**src/rtl/pc_sequencer.sv**
```systemverilog
// pc_sequencer: fetch/execute sequencer that owns the program counter. PC_BOUNDS_CHECK_EN enables target bounds faulting.
// Min 2 cycles/instruction; FETCH holds until imem_ack_i, EXEC holds while stall_i is high or exec_done_i is low.
module pc_sequencer #(
    parameter int unsigned         PC_WIDTH   = 32,
    parameter logic [PC_WIDTH-1:0] RESET_ADDR = '0,
    parameter int unsigned         IMEM_DEPTH = 256
) (
    input  logic                clk_i,
    input  logic                rst_n_i,
    output logic                imem_req_o,
    output logic [PC_WIDTH-1:0] imem_addr_o,
    input  logic                imem_ack_i,
    output logic                instr_valid_o,
    input  logic                exec_done_i,
    input  logic                jmp_i,
    input  logic                jmp_if_i,
    input  logic                alu_out_lsb_i,
    input  logic [PC_WIDTH-1:0] imm_padded_out_i,
    input  logic                stall_i,
    input  logic                halt_req_i,
    output logic [PC_WIDTH-1:0] pc_o,
    output logic                halted_o,
    output logic                fault_o
);

    typedef enum logic [2:0] {
        IDLE,
        FETCH,
        EXEC,
        HALT
`ifdef PC_BOUNDS_CHECK_EN
        , FAULT
`endif
    } state_t;

`ifdef PC_BOUNDS_CHECK_EN
    localparam bit BOUNDS_EN = 1'b1;
`else
    localparam bit BOUNDS_EN = 1'b0;
`endif
    localparam logic [PC_WIDTH:0] DEPTH_W = (PC_WIDTH + 1)'(IMEM_DEPTH);

    state_t              state_q;
    logic [PC_WIDTH-1:0] pc_q;
    logic [PC_WIDTH-1:0] pc_d;
    logic                imem_req_q;
    logic                instr_valid_q;
    logic                halted_q;
    logic                taken;
    logic                pc_oob;
`ifdef PC_BOUNDS_CHECK_EN
    logic                fault_q;
`endif

    // Next-PC candidate, only committed on an unstalled exec_done_i in EXEC.
    always_comb begin
        taken  = jmp_i | (jmp_if_i & alu_out_lsb_i);
        pc_d   = taken ? imm_padded_out_i : pc_q + PC_WIDTH'(1);
        pc_oob = BOUNDS_EN && ({1'b0, pc_d} >= DEPTH_W);
    end

    always_ff @(posedge clk_i) begin
        if (!rst_n_i) begin
            state_q       <= IDLE;
            pc_q          <= RESET_ADDR;
            imem_req_q    <= 1'b0;
            instr_valid_q <= 1'b0;
            halted_q      <= 1'b0;
`ifdef PC_BOUNDS_CHECK_EN
            fault_q       <= 1'b0;
`endif
        end else begin
            instr_valid_q <= 1'b0;
            case (state_q)
                IDLE: begin
                    if (halt_req_i) begin
                        state_q  <= HALT;
                        halted_q <= 1'b1;
                    end else begin
                        state_q    <= FETCH;
                        imem_req_q <= 1'b1;
                    end
                end
                FETCH: begin
                    if (imem_ack_i) begin
                        state_q       <= EXEC;
                        imem_req_q    <= 1'b0;
                        instr_valid_q <= 1'b1;
                    end
                end
                EXEC: begin
                    if (exec_done_i && !stall_i) begin
                        if (pc_oob) begin
`ifdef PC_BOUNDS_CHECK_EN
                            state_q <= FAULT;
                            fault_q <= 1'b1;
`endif
                        end else begin
                            pc_q <= pc_d;
                            if (halt_req_i) begin
                                state_q  <= HALT;
                                halted_q <= 1'b1;
                            end else begin
                                state_q    <= FETCH;
                                imem_req_q <= 1'b1;
                            end
                        end
                    end
                end
                HALT: begin
                    if (!halt_req_i) begin
                        state_q    <= FETCH;
                        imem_req_q <= 1'b1;
                        halted_q   <= 1'b0;
                    end
                end
`ifdef PC_BOUNDS_CHECK_EN
                FAULT: begin
                    state_q <= FAULT;
                end
`endif
                default: begin
                    state_q    <= IDLE;
                    imem_req_q <= 1'b0;
                    halted_q   <= 1'b0;
                end
            endcase
        end
    end

    assign imem_req_o    = imem_req_q;
    assign imem_addr_o   = pc_q;
    assign pc_o          = pc_q;
    assign instr_valid_o = instr_valid_q;
    assign halted_o      = halted_q;
`ifdef PC_BOUNDS_CHECK_EN
    assign fault_o       = fault_q;
`else
    assign fault_o       = 1'b0;
`endif

endmodule

```
**config.mk**
```make
export PLATFORM = sky130hd
export DESIGN_NAME = pc_sequencer
export DESIGN_NICKNAME = d
export VERILOG_FILES = /design/src/rtl/pc_sequencer.sv
export SDC_FILE = /design/constraint.sdc
export NUM_CORES = 1
export LEC_CHECK = 0
export BUFFER_PORTS_ARGS = -buffer_cell sky130_fd_sc_hd__buf_4
export CAP_MARGIN = 30
export CORE_ASPECT_RATIO = 0.6
export CORE_MARGIN = 1
export CORE_UTILIZATION = 44
export DETAILED_ROUTE_END_ITERATION = 10
export GPL_TIMING_DRIVEN = 0
export PLACE_DENSITY_LB_ADDON = 0.3
export SYNTH_ARGS = -nofsm -noshare
export SYNTH_HDL_FRONTEND = slang
export SYNTH_SLANG_ARGS = --single-unit
```
**constraint.sdc**
```tcl
create_clock -name clk_i -period 2 [get_ports clk_i]
set_clock_uncertainty 0.2 [all_clocks]
set_input_delay 0.1 -clock clk_i [delete_from_list [all_inputs] [get_ports clk_i]]
set_output_delay 0.1 -clock clk_i [all_outputs]
set_load 0.1 [all_outputs]
```
# Word level (Yosys, flattened, before mapping)
# Cells that the tools add are included.
[classes]
mux = 15
n_reduce_logical = 9
eq_ne = 6
n_bitwise = 3
n_addsub = 1
[ops]
columns = ["cell", "n"]
rows = [
  ["$add A32 B1 Y32 const B", 1],
  ["$mux W32", 1],
  ["$pmux W3 S4", 1],
  ["$mux W3", 3],
  ["$mux W1", 7],
  ["$eq A3 B2 Y1 const B", 2],
  ["$ne A2 B2 Y1 const B", 3],
  ["$reduce_and A2 Y1", 3],
  ["$reduce_and A3 Y1", 2],
  ["$pmux W1 S4", 1],
  ["$eq A3 B1 Y1 const B", 1],
  ["$logic_not A3 Y1", 1],
  ["$pmux W1 S3", 1],
  ["$mux W2", 1],
  ["$reduce_or A2 Y1", 1],
  ["$and A1 B1 Y1", 1],
  ["$logic_and A1 B1 Y1", 1],
  ["$logic_not A1 Y1", 1],
  ["$not A1 Y1", 1],
  ["$or A1 B1 Y1", 1],
]
[totals]
in_bits = 41
output_inout_bits = 68
word_cells = 39
register_bits = 38

# Depth between registers and ports, before layout
[logic_depth]
ltp_word = 4
ltp_mapped = 7
depth_no_buf = 6

# Least setup slack after synthesis
# No wires, ideal clock.
[synth_path]
path_kind = "reg2reg"
start = "register pc_q[0], in the netlist imem_addr_o[0]"
end = "register pc_q[30], in the netlist imem_addr_o[30]"
n_path_buf = 1
arrival_time_ps = 2552
required_time_ps = 1727
stages_incl_launch_ff = 8
setup_slack_ps = -825
cell_sequence = "dfxtp_1 ha_1 and4_1 buf_2 nand4_2 or4_1 o21ai_1 o2bb2ai_1"
[synth_via]
elab_chain_cells = 2
[synth_lines]
columns = ["item", "line_no", "source"]
rows = [
  ["start, declared", "44", "logic [PC_WIDTH-1:0] pc_q;"],
  ["start signal, assigned", "99", "pc_q <= pc_d;"],
  ["$add A32 B1 Y32", "58", "pc_d = taken ? imm_padded_out_i : pc_q + PC_WIDTH'(1);"],
  ["$mux W32", "58", ""],
]
# No other way between the ends.
# A chain may end at the register's enable or synchronous reset.

# Worst setup path in the final report
[layout_path]
start = "register state_q[1]"
end = "register pc_q[16], in the netlist imem_addr_o[16]"
[layout_via]
elab_chain_cells = 2
[layout_lines]
columns = ["item", "line_no", "source"]
rows = [
  ["start, declared", "43", "state_t state_q;"],
  ["start signal, assigned", "64", "state_q <= IDLE;"],
  ["start signal, assigned", "77", "state_q <= HALT;"],
  ["start signal, assigned", "80", "state_q <= FETCH;"],
  ["$eq A3 B2 Y1", "74", "case (state_q)"],
  ["$reduce_and A2 Y1 (no source line)", "--", ""],
]
# No other way between the ends.

==> metrics.yaml <==
placement:
  dp_hpwl_um: 6520
  dp_cells: 522
  pre_cts_ws_ns: -0.249
  place_congestion: 0.909
  io_buffers: 107
critical_path:
  max_stage_delay_ns: 0.48
  arrival_ns: 1.98
  crit_path_top_delay_cell: "or4_1"
  crit_family: "simple AND/OR/NAND/NOR gates"
  crit_path_start: "state_q[1]"
  critPathLaunchType: "flip-flop"
  path_cells: "nor4bb_2 > buf_4 > nand2_4 > or4_1 > a31oi_1"
  critPathMaxFanout: 8
  cp.required_ns: 2.02
  critPathKind: "reg2reg"
  cp-end-kind: "flip-flop"
  critPathBufInv: 1
  r2r-start: "state_q[1]"
run:
  drv_cap: 0
layout:
  final_cell_mix: "buf_4, nand2_1, nor2_1, a21oi_1, dlygate4sd3_1"
  diodes: 0
  fin_util_pct: 73.7
  layout_commonest_cell: "buf_4"
  layout-drive-gt1-share_pct: 46.7
  final_net_count: 533
  stdcell_count: 572
  syn2layout_area_growth_pct: 60.5
logic_synthesis:
  synth_edf_count: 0
  yosys.cell_types.count: 60
  syn-num-nets: 377
  yosysSeqAreaShare_pct: 28.8
  synth_area_per_cell_um2: 7.67
  synth_area_um2: 2570
  ys_async_sr_fraction_pct: 0
  synth_top_flop_cell: "dfxtp_1"
  synth_seq_cells: 37
  ys_warn_count: 0
  syn_inst: 335
drt:
  ant_nets: 0
  num_vias: 3304
  drtPass1Iterations: 5
  wl_um: 9690
  vias_per_cell: 5.78
  drt_iter0_markers: 468
  drc: 0
  wl_per_cell_um: 16.9
floorplan:
  io_pins: 109
  die_area_um2: 6160
  core_area_um2: 5600
  initial_utilization_pct: 45.9
  rows: 21
  die_y_um: 61.2
  die_w_um: 101
sta:
  slew_viol_final: 0
  max_freq_ghz: 0.512
  finalCriticalPeriod_ns: 1.95
  finalHoldViolCount: 0
  max_slew.worst_pin.slew_ns: 0.631
  layout_setup_ws_ns: 0.0475
  slew_headroom_pct: 57.9
  period_share_pct: 97.6
  setup_viol: 0
cts:
  cts_made_buffers: 5
  cts_max_path_buffers: 2
  root_buffer: "clkbuf_8"
  cts_tree: "done"
  clk_latency_ns: 0.29
  cts_sinks: 37
  htree_num_levels: 2
  clk_pin_slew_ns: 0.08
min_path:
  hp-class: "in2reg"
  hp-start: "imm_padded_out_i[15]"
power:
  ir_drop_uv: 255
  leakage_uw: 0.00185
  finalPower_uw: 1990
  p_per_area_nw_per_um2: 483
grt:
  overflow: 0
  grt_pass1_wl_um: 14100
  grt_max_degree: 13
  first_global_vias: 2780
  antenna_found_initial: 0
  grt_use_total_pct: 30.2
status:
  status: "finished, final reports clean"
-- power breakdown --
part | internal [µW] | switching [µW]
logic | 218 | 444
registers | 744 | 41.1
clock network | 241 | 304
total | 1200 | 789
-- area by class of cell --
cell class,count,area [µm²]
timing repair buffer,150,1200
buffer,52,365
fill,424,1470
tap,80,100
clock buffer,5,68.8
sequential,37,822
multi-input combinational,239,1530
inverter,6,22.5
clock inverter,3,17.5
-- tightest hold or removal path, stage by stage --
cell     delay, ns
buf_4         0.08
nand2_1       0.05
o31a_1        0.11
o22ai_2       0.13
-- per-stage QoR --
stage | hold slack, ns | instance area (µm²) | TNS [ns]
5_1_grt | 0.0394 | 4120 | -0.0347
3_3_place_gp | 0.130 | 3600 | -2.68
3_5_place_dp | 0.135 | 3600 | -3.31
6_report | 0.0114 | 4120 | 0
2_1_floorplan | 0.0323 | 2700 | -0.458
4_1_cts | 0.00990 | 4020 | 0
-- metal layers --
layer | vias up | share of wire, % | GRT usage (%)
li1 | 1528 | - | -
met1 | 1509 | 42 | 41.6
met2 | 259 | 43 | 47.3
met3 | 8 | 14 | 7.83
met4 | 0 | 0.90 | 9.11
met5 | - | 0 | 0
-- Yosys cell counts (6+ instances only) --
master,instances,area [µm²]
clkbuf_1,11,41.3
o21ai_0,11,55.1
nand3_1,13,65.1
nor2_1,31,116
nor3_1,11,55.1
a21oi_1,30,150
a22oi_1,8,60.1
a31oi_1,6,37.5
inv_1,6,22.5
dfxtp_1,37,741
nand2_1,36,135
buf_4,35,263
nand4_1,7,43.8
o22ai_1,9,56.3
-- state kept, by name (all words and copies together) (netlist names) --
register       count
halted_o           1
instr_valid_o      1
imem_req_o         1
imem_addr_o       32
state_q            2
-- kinds of logic (layout without fill, tap and decap cells) --
logic type / Yosys count / count (layout) / synth area share [%]
buffers and inverters: 59 / 216 / 14.5
xor gates and xnor gates: 1 / 1 / 0.341
and+or+nand+nor: 133 / 133 / 27.9
AOI/OAI and AO/OA: 98 / 98 / 25.9
other: 1 / 1 / 0.146
muxes: 5 / 5 / 1.95
DFF: 37 / 37 / 28.8
adders and majority gates: 1 / 1 / 0.487
-- final timing paths --
check,endpoint,slack (ns),cells past startpoint
min reg2reg,imem_addr_o[13],0.32,2
max reg2reg,imem_addr_o[16],0.05,5
min,imem_addr_o[15],0.01,4
max,imem_addr_o[16],0.05,5
-- repair_timing --
action,in CTS,in global routing
resized for setup,5,15
buffers inserted,6,9
hold buffers,28,0
pin swaps,2,11
hold endpoints to repair,29,0
setup endpoints to repair,27,23
Note: power is estimated with default switching activity, not from simulation.
